==> src/rtl/mult_array_pkg.sv <==
// ---------------------------------------------------------------------------
// mult_array_pkg
//   Shared helpers for the pipelined shift-and-add array multiplier.
//   - cfg_legal      : legality check for the WIDTH / STAGES pair
//   - rows_per_stage : number of adder rows handled by each pipeline stage
//   - row_term       : one partial-product row (extend, shift, negate the
//                      top row in signed mode), computed at MAX_WIDTH and
//                      truncated by the caller to 2*WIDTH bits
// ---------------------------------------------------------------------------
package mult_array_pkg;

    // Widest operand the row helper is sized for.
    localparam int MAX_WIDTH = 32;

    function automatic logic cfg_legal(input int width, input int stages);
        return (width >= 2) && (width <= MAX_WIDTH) &&
               (stages >= 1) && (stages <= width) && ((width % stages) == 0);
    endfunction

    function automatic int rows_per_stage(input int width, input int stages);
        return width / stages;
    endfunction

    // Row term modulo 2^(2*MAX_WIDTH). Bits above 2*width are don't-care for
    // the caller, so filling them with the sign keeps the low part exact.
    function automatic logic [2*MAX_WIDTH-1:0] row_term(
        input logic [MAX_WIDTH-1:0] b,
        input int                   width,
        input int                   row,
        input logic                 a_bit,
        input logic                 mode
    );
        logic [2*MAX_WIDTH-1:0] ext;
        logic                   fill;
        fill = mode & b[width-1];
        ext  = {(2*MAX_WIDTH){fill}};
        for (int j = 0; j < MAX_WIDTH; j++) begin
            if (j < width) begin
                ext[j] = b[j];
            end
        end
        ext = ext << row;
        if (!a_bit) begin
            ext = '0;
        end else if (mode && (row == width - 1)) begin
            // The top multiplier bit carries weight -2^(width-1) in two's complement.
            ext = -ext;
        end
        return ext;
    endfunction

endpackage

==> src/rtl/mult_array_stage.sv <==
// ---------------------------------------------------------------------------
// mult_array_stage
//   One pipeline stage: adds rows (K-1)*R .. K*R-1 onto the incoming partial
//   sum and registers the result together with the forwarded operands.
//   Ports:
//     clk, rst_n            clock, async active-low reset
//     i_valid               upstream rank holds valid data
//     i_psum, i_a, i_b,
//     i_mode                upstream partial sum / operands / signed mode
//     o_in_ready            this rank can load this cycle (empty or advancing)
//     i_out_ready           downstream can take this rank's contents
//     o_valid, o_psum,
//     o_a, o_b, o_mode      this rank's registered contents
// ---------------------------------------------------------------------------
module mult_array_stage
    import mult_array_pkg::*;
#(
    parameter int WIDTH  = 8,
    parameter int STAGES = 2,
    parameter int K      = 1
) (
    input  logic                 clk,
    input  logic                 rst_n,
    input  logic                 i_valid,
    input  logic [2*WIDTH-1:0]   i_psum,
    input  logic [WIDTH-1:0]     i_a,
    input  logic [WIDTH-1:0]     i_b,
    input  logic                 i_mode,
    output logic                 o_in_ready,
    input  logic                 i_out_ready,
    output logic                 o_valid,
    output logic [2*WIDTH-1:0]   o_psum,
    output logic [WIDTH-1:0]     o_a,
    output logic [WIDTH-1:0]     o_b,
    output logic                 o_mode
);

    localparam int R         = rows_per_stage(WIDTH, STAGES);
    localparam int FIRST_ROW = (K - 1) * R;

    logic [2*WIDTH-1:0] w_sum;
    logic               r_valid;
    logic [2*WIDTH-1:0] r_psum;
    logic [WIDTH-1:0]   r_a;
    logic [WIDTH-1:0]   r_b;
    logic               r_mode;

    always_comb begin
        w_sum = i_psum;
        for (int i = 0; i < R; i++) begin
            w_sum = w_sum + (2*WIDTH)'(row_term(MAX_WIDTH'(i_b), WIDTH, FIRST_ROW + i,
                                                i_a[FIRST_ROW + i], i_mode));
        end
    end

    // A rank reloads when empty or when its contents leave this cycle.
    assign o_in_ready = !r_valid || i_out_ready;

    always_ff @(posedge clk or negedge rst_n) begin
        if (!rst_n) begin
            r_valid <= 1'b0;
            r_psum  <= '0;
            r_a     <= '0;
            r_b     <= '0;
            r_mode  <= 1'b0;
        end else if (o_in_ready) begin
            r_valid <= i_valid;
            if (i_valid) begin
                r_psum <= w_sum;
                r_a    <= i_a;
                r_b    <= i_b;
                r_mode <= i_mode;
            end
        end
    end

    assign o_valid = r_valid;
    assign o_psum  = r_psum;
    assign o_a     = r_a;
    assign o_b     = r_b;
    assign o_mode  = r_mode;

endmodule

==> src/rtl/multiplier_array_pipe.sv <==
// ---------------------------------------------------------------------------
// multiplier_array_pipe
//   Pipelined shift-and-add array multiplier, signed/unsigned per operand
//   pair, valid/ready on both sides, STAGES adder-row stages.
//   Handshake: a transfer happens on a rising edge where valid and ready are
//   both 1. in_ready depends only on internal valid bits and out_ready (never
//   on in_valid); y/out_valid hold while out_valid=1 and out_ready=0.
//   Ports:
//     clk, rst_n              clock, async active-low reset
//     in_valid, in_ready      input handshake
//     a, b, signed_mode       multiplier, multiplicand, 1 = two's complement
//     out_valid, out_ready    output handshake
//     y                       2*WIDTH-bit product (straight from last rank)
// ---------------------------------------------------------------------------
module multiplier_array_pipe
    import mult_array_pkg::*;
#(
    parameter int WIDTH  = 8,
    parameter int STAGES = 2
) (
    input  logic                 clk,
    input  logic                 rst_n,
    input  logic                 in_valid,
    output logic                 in_ready,
    input  logic [WIDTH-1:0]     a,
    input  logic [WIDTH-1:0]     b,
    input  logic                 signed_mode,
    output logic                 out_valid,
    input  logic                 out_ready,
    output logic [2*WIDTH-1:0]   y
);

    if (!cfg_legal(WIDTH, STAGES)) begin : g_bad_cfg
        $error("multiplier_array_pipe: WIDTH must be >= 2 and divisible by STAGES");
    end

    // Rank 0: input register.
    logic             r_valid;
    logic [WIDTH-1:0] r_a;
    logic [WIDTH-1:0] r_b;
    logic             r_mode;

    // Index k carries rank k's contents; w_down_rdy[k] is "rank k may advance".
    logic               w_valid    [0:STAGES];
    logic [2*WIDTH-1:0] w_psum     [0:STAGES];
    logic [WIDTH-1:0]   w_a        [0:STAGES];
    logic [WIDTH-1:0]   w_b        [0:STAGES];
    logic               w_mode     [0:STAGES];
    logic               w_down_rdy [0:STAGES];

    assign in_ready = !r_valid || w_down_rdy[0];

    always_ff @(posedge clk or negedge rst_n) begin
        if (!rst_n) begin
            r_valid <= 1'b0;
            r_a     <= '0;
            r_b     <= '0;
            r_mode  <= 1'b0;
        end else if (in_ready) begin
            r_valid <= in_valid;
            if (in_valid) begin
                r_a    <= a;
                r_b    <= b;
                r_mode <= signed_mode;
            end
        end
    end

    assign w_valid[0] = r_valid;
    assign w_psum[0]  = '0;
    assign w_a[0]     = r_a;
    assign w_b[0]     = r_b;
    assign w_mode[0]  = r_mode;

    assign w_down_rdy[STAGES] = out_ready;

    for (genvar k = 1; k <= STAGES; k++) begin : g_stage
        mult_array_stage #(
            .WIDTH  (WIDTH),
            .STAGES (STAGES),
            .K      (k)
        ) u_stage (
            .clk         (clk),
            .rst_n       (rst_n),
            .i_valid     (w_valid[k-1]),
            .i_psum      (w_psum[k-1]),
            .i_a         (w_a[k-1]),
            .i_b         (w_b[k-1]),
            .i_mode      (w_mode[k-1]),
            .o_in_ready  (w_down_rdy[k-1]),
            .i_out_ready (w_down_rdy[k]),
            .o_valid     (w_valid[k]),
            .o_psum      (w_psum[k]),
            .o_a         (w_a[k]),
            .o_b         (w_b[k]),
            .o_mode      (w_mode[k])
        );
    end

    // Operands forwarded out of the last rank have no consumer.
    logic w_unused_tail;
    assign w_unused_tail = ^{w_a[STAGES], w_b[STAGES], w_mode[STAGES]};

    assign out_valid = w_valid[STAGES];
    assign y         = w_psum[STAGES];

endmodule

==> config.mk <==
export PLATFORM = sky130hd
export DESIGN_NAME = multiplier_array_pipe
export DESIGN_NICKNAME = d
export VERILOG_FILES = /design/src/rtl/mult_array_pkg.sv /design/src/rtl/mult_array_stage.sv /design/src/rtl/multiplier_array_pipe.sv
export SDC_FILE = /design/constraint.sdc
export NUM_CORES = 1
export LEC_CHECK = 0
export ABC_AREA = 1
export BUFFER_PORTS_ARGS = -buffer_cell sky130_fd_sc_hd__buf_2
export CAP_MARGIN = 5
export CORE_ASPECT_RATIO = 1.75
export CORE_MARGIN = 8
export CORE_UTILIZATION = 25
export DETAILED_ROUTE_END_ITERATION = 10
export HOLD_SLACK_MARGIN = 0.02
export SYNTH_ARGS = -nofsm -noshare
export SYNTH_HDL_FRONTEND = slang
export SYNTH_HIERARCHICAL = 1
export SYNTH_SLANG_ARGS = --single-unit
==> constraint.sdc <==
create_clock -name clk -period 3.4 [get_ports clk]
set_input_delay 0.34 -clock clk [delete_from_list [all_inputs] [get_ports clk]]
set_output_delay 0.34 -clock clk [all_outputs]
set_load 0.03 [all_outputs]
==> results.toml <==
[outcome]
status = "finished with violations"
violations = "setup timing"

[placement]
place_inst = 1228
placed_cell_area_um2 = 7211
io_buffers = 38
dp_slack_ns = -0.2569
hpwl_um = 11500
place_congestion = 0.7889

[pwr]
peakVddDrop_v = 0.0003817
p_per_area_nw_per_um2 = 1001
total_leakage_power_nw = 4.429

[route]
antenna_left = 0
wl_per_cell_um = 11.43
vias_per_cell = 4.101
drc = 0
wirelength_um = 14420
drt_iter0_markers = 149
dr.pass1.iters = 4
num_vias = 5175

[clock_network]
clockRootBuffer = "clkbuf_16"
cts_buffer_depth = 2
path_clk_slew_ns = 0.06
clock_sinks = 65
postCtsHoldBufs = 0
clk_latency_ns = 0.34
htreeDepth = 3
cts_tree = "yes"
tritoncts.num_buffers = 9

[timing]
layout_setup_ws_ns = -0.01772
min_period_over_period = 1.005
relSlewSlack = 0.4844
tightest_slew_ns = 0.7733
holdWs_ns = 0.07999
layout_min_cycle_time_ns = 3.418
fin_setup_tns_ns = -0.03432
hold_violations = 0
fmax_mhz = 292.6
finalSetupViolations = 2
rsz0062_at_grt = "true"
fin_worst_skew_ns = 0.008793
slew_viol_final = 0

[critical_path]
critPathCaptureType = "flop"
crit_path_top_delay_cell = "fa_1"
crit_type = "flop to flop"
cp_data_required_time_ns = 3.63
path_cells = "nand2_1 > fa_1 > inv_2 > fa_1 > inv_1 > fa_1 > inv_1 > ha_2 > inv_2 > fa_2 > o21ai_4 > buf_4 > nand2_1 > nand3_2 > nand3_2 > nand3_1 > nand2_1"
startpoint_type = "flop"
critPathMaxFanout = 3
max_stage_delay_ns = 0.50
cp.arrival_ns = 3.64
r2r_slack_ns = -0.02

[yosys]
yosysWarnings = 6
syn_avg_cell_area_um2 = 7.536
syn-instance-count = 818
syn_area_um2 = 6165

[finish]
drive_gt1_frac = 0.2905
final_cells = 1262
n_antenna_cell = 0
syn_to_final_growth_pct = 33.31
fin_area_um2 = 8218
layout.nets = 1061

[floorplanning]
die_area_um2 = 30140
die_h_um = 223.7
die_x_um = 134.7
initial_core_util = 0.2523
core_um2 = 24440
ios = 39
rows = 76

[grt]
grt_pass1_wl_um = 24640
overflow = 0
grt_pass1_vias = 5462
grt_start_max_net_pins = 37
grt_usage = 0.09989
antenna_found_initial = 0

[run]
maxCapViolations = 0

[worst_hold_path]
hold_path.class = "input pin to async pin"
## layout make-up
type                       instances  area (um^2)
sequential                        65         1632
inverter                         199        752.0
tap                              312        390.4
fill                            2510        16220
clock inverter                     7        85.08
timing repair buffer             128        923.4
multi-input combinational        542         4210
clock buffer                       9        225.2
## critical path: cells and delay by family, from the launching register on
family,cells,cell delay [ns]
adder cells (fa/ha/maj),5,1.96
AND/OR/NAND/NOR,6,0.43
flip-flops,1,0.41
buffers and inverters,5,0.34
AO/OA/AOI/OAI,1,0.18
## cell usage in the layout, fill, tap and decap left out, types with 15 or more instances in the layout
cell type / count
inv_1: 170
inv_2: 24
nand2_2: 22
dfrtp_1: 61
conb_1: 17
nand3_2: 15
buf_4: 77
fa_1: 64
ha_4: 15
buf_2: 38
nand3_1: 34
o21ai_0: 16
nand2_1: 255
## through the flow
step / util / power, mW
global route: 0.3363 / 9.082
floorplan: - / 4.470
detailed placement: 0.2951 / 6.074
global placement: 0.2951 / 5.989
CTS: 0.3216 / 7.705
finish: 0.3363 / 8.224
## timing repair
item | in CTS | in global routing
setup buffers | 9 | 8
endpoints found under the setup margin | 14 | 15
resized for setup | 60 | 83
pin swaps | 23 | 66
cloned | 1 | 0
## flip-flops by register name, summed over array words and instances (netlist names)
register	count
g_stage.u_stage/o_psum	32
g_stage.u_stage/o_b	8
r_a	8
r_b	8
g_stage.u_stage/o_a	4
g_stage.u_stage/o_valid	2
g_stage.u_stage/o_mode	1
r_mode	1
r_valid	1
## layer usage
| metal | GRT usage | vias to the layer above | part of all wire |
|---|---|---|---|
| li1 | - | 2640 | - |
| met1 | 0.09159 | 2477 | 0.36 |
| met2 | 0.2081 | 43 | 0.61 |
| met3 | 0.01279 | 15 | 0.017 |
| met4 | 0.04041 | 0 | 0.015 |
| met5 | 0 | - | 0 |
## path summary, 6_finish.rpt
| check | cells past startpoint | from | end |
|---|---|---|---|
| worst max-delay path | 17 | g_stage[1].u_stage/o_a[6]$_DFFE_PN0P_ | g_stage[2].u_stage/o_psum[15]$_DFFE_PN0P_ |
| worst min-delay path | 1 | rst_n | r_a[0]$_DFFE_PN0P_ |
| worst max register to register | 17 | g_stage[1].u_stage/o_a[6]$_DFFE_PN0P_ | g_stage[2].u_stage/o_psum[15]$_DFFE_PN0P_ |
| worst min register to register | 2 | g_stage[2].u_stage/o_psum[6]$_DFFE_PN0P_ | g_stage[2].u_stage/o_psum[6]$_DFFE_PN0P_ |
| max in group asynchronous | 2 | rst_n | g_stage[1].u_stage/o_b[7]$_DFFE_PN0P_ |
| min in group clk | 3 | a[4] | r_a[4]$_DFFE_PN0P_ |
## report_power, final
group	switching [mW]	internal, mW	leakage, nW
logic	3.22	2.75	3.49
registers	0.209	1.07	0.794
clock network	0.393	0.583	0.146
(Power assumes the default switching activity.)
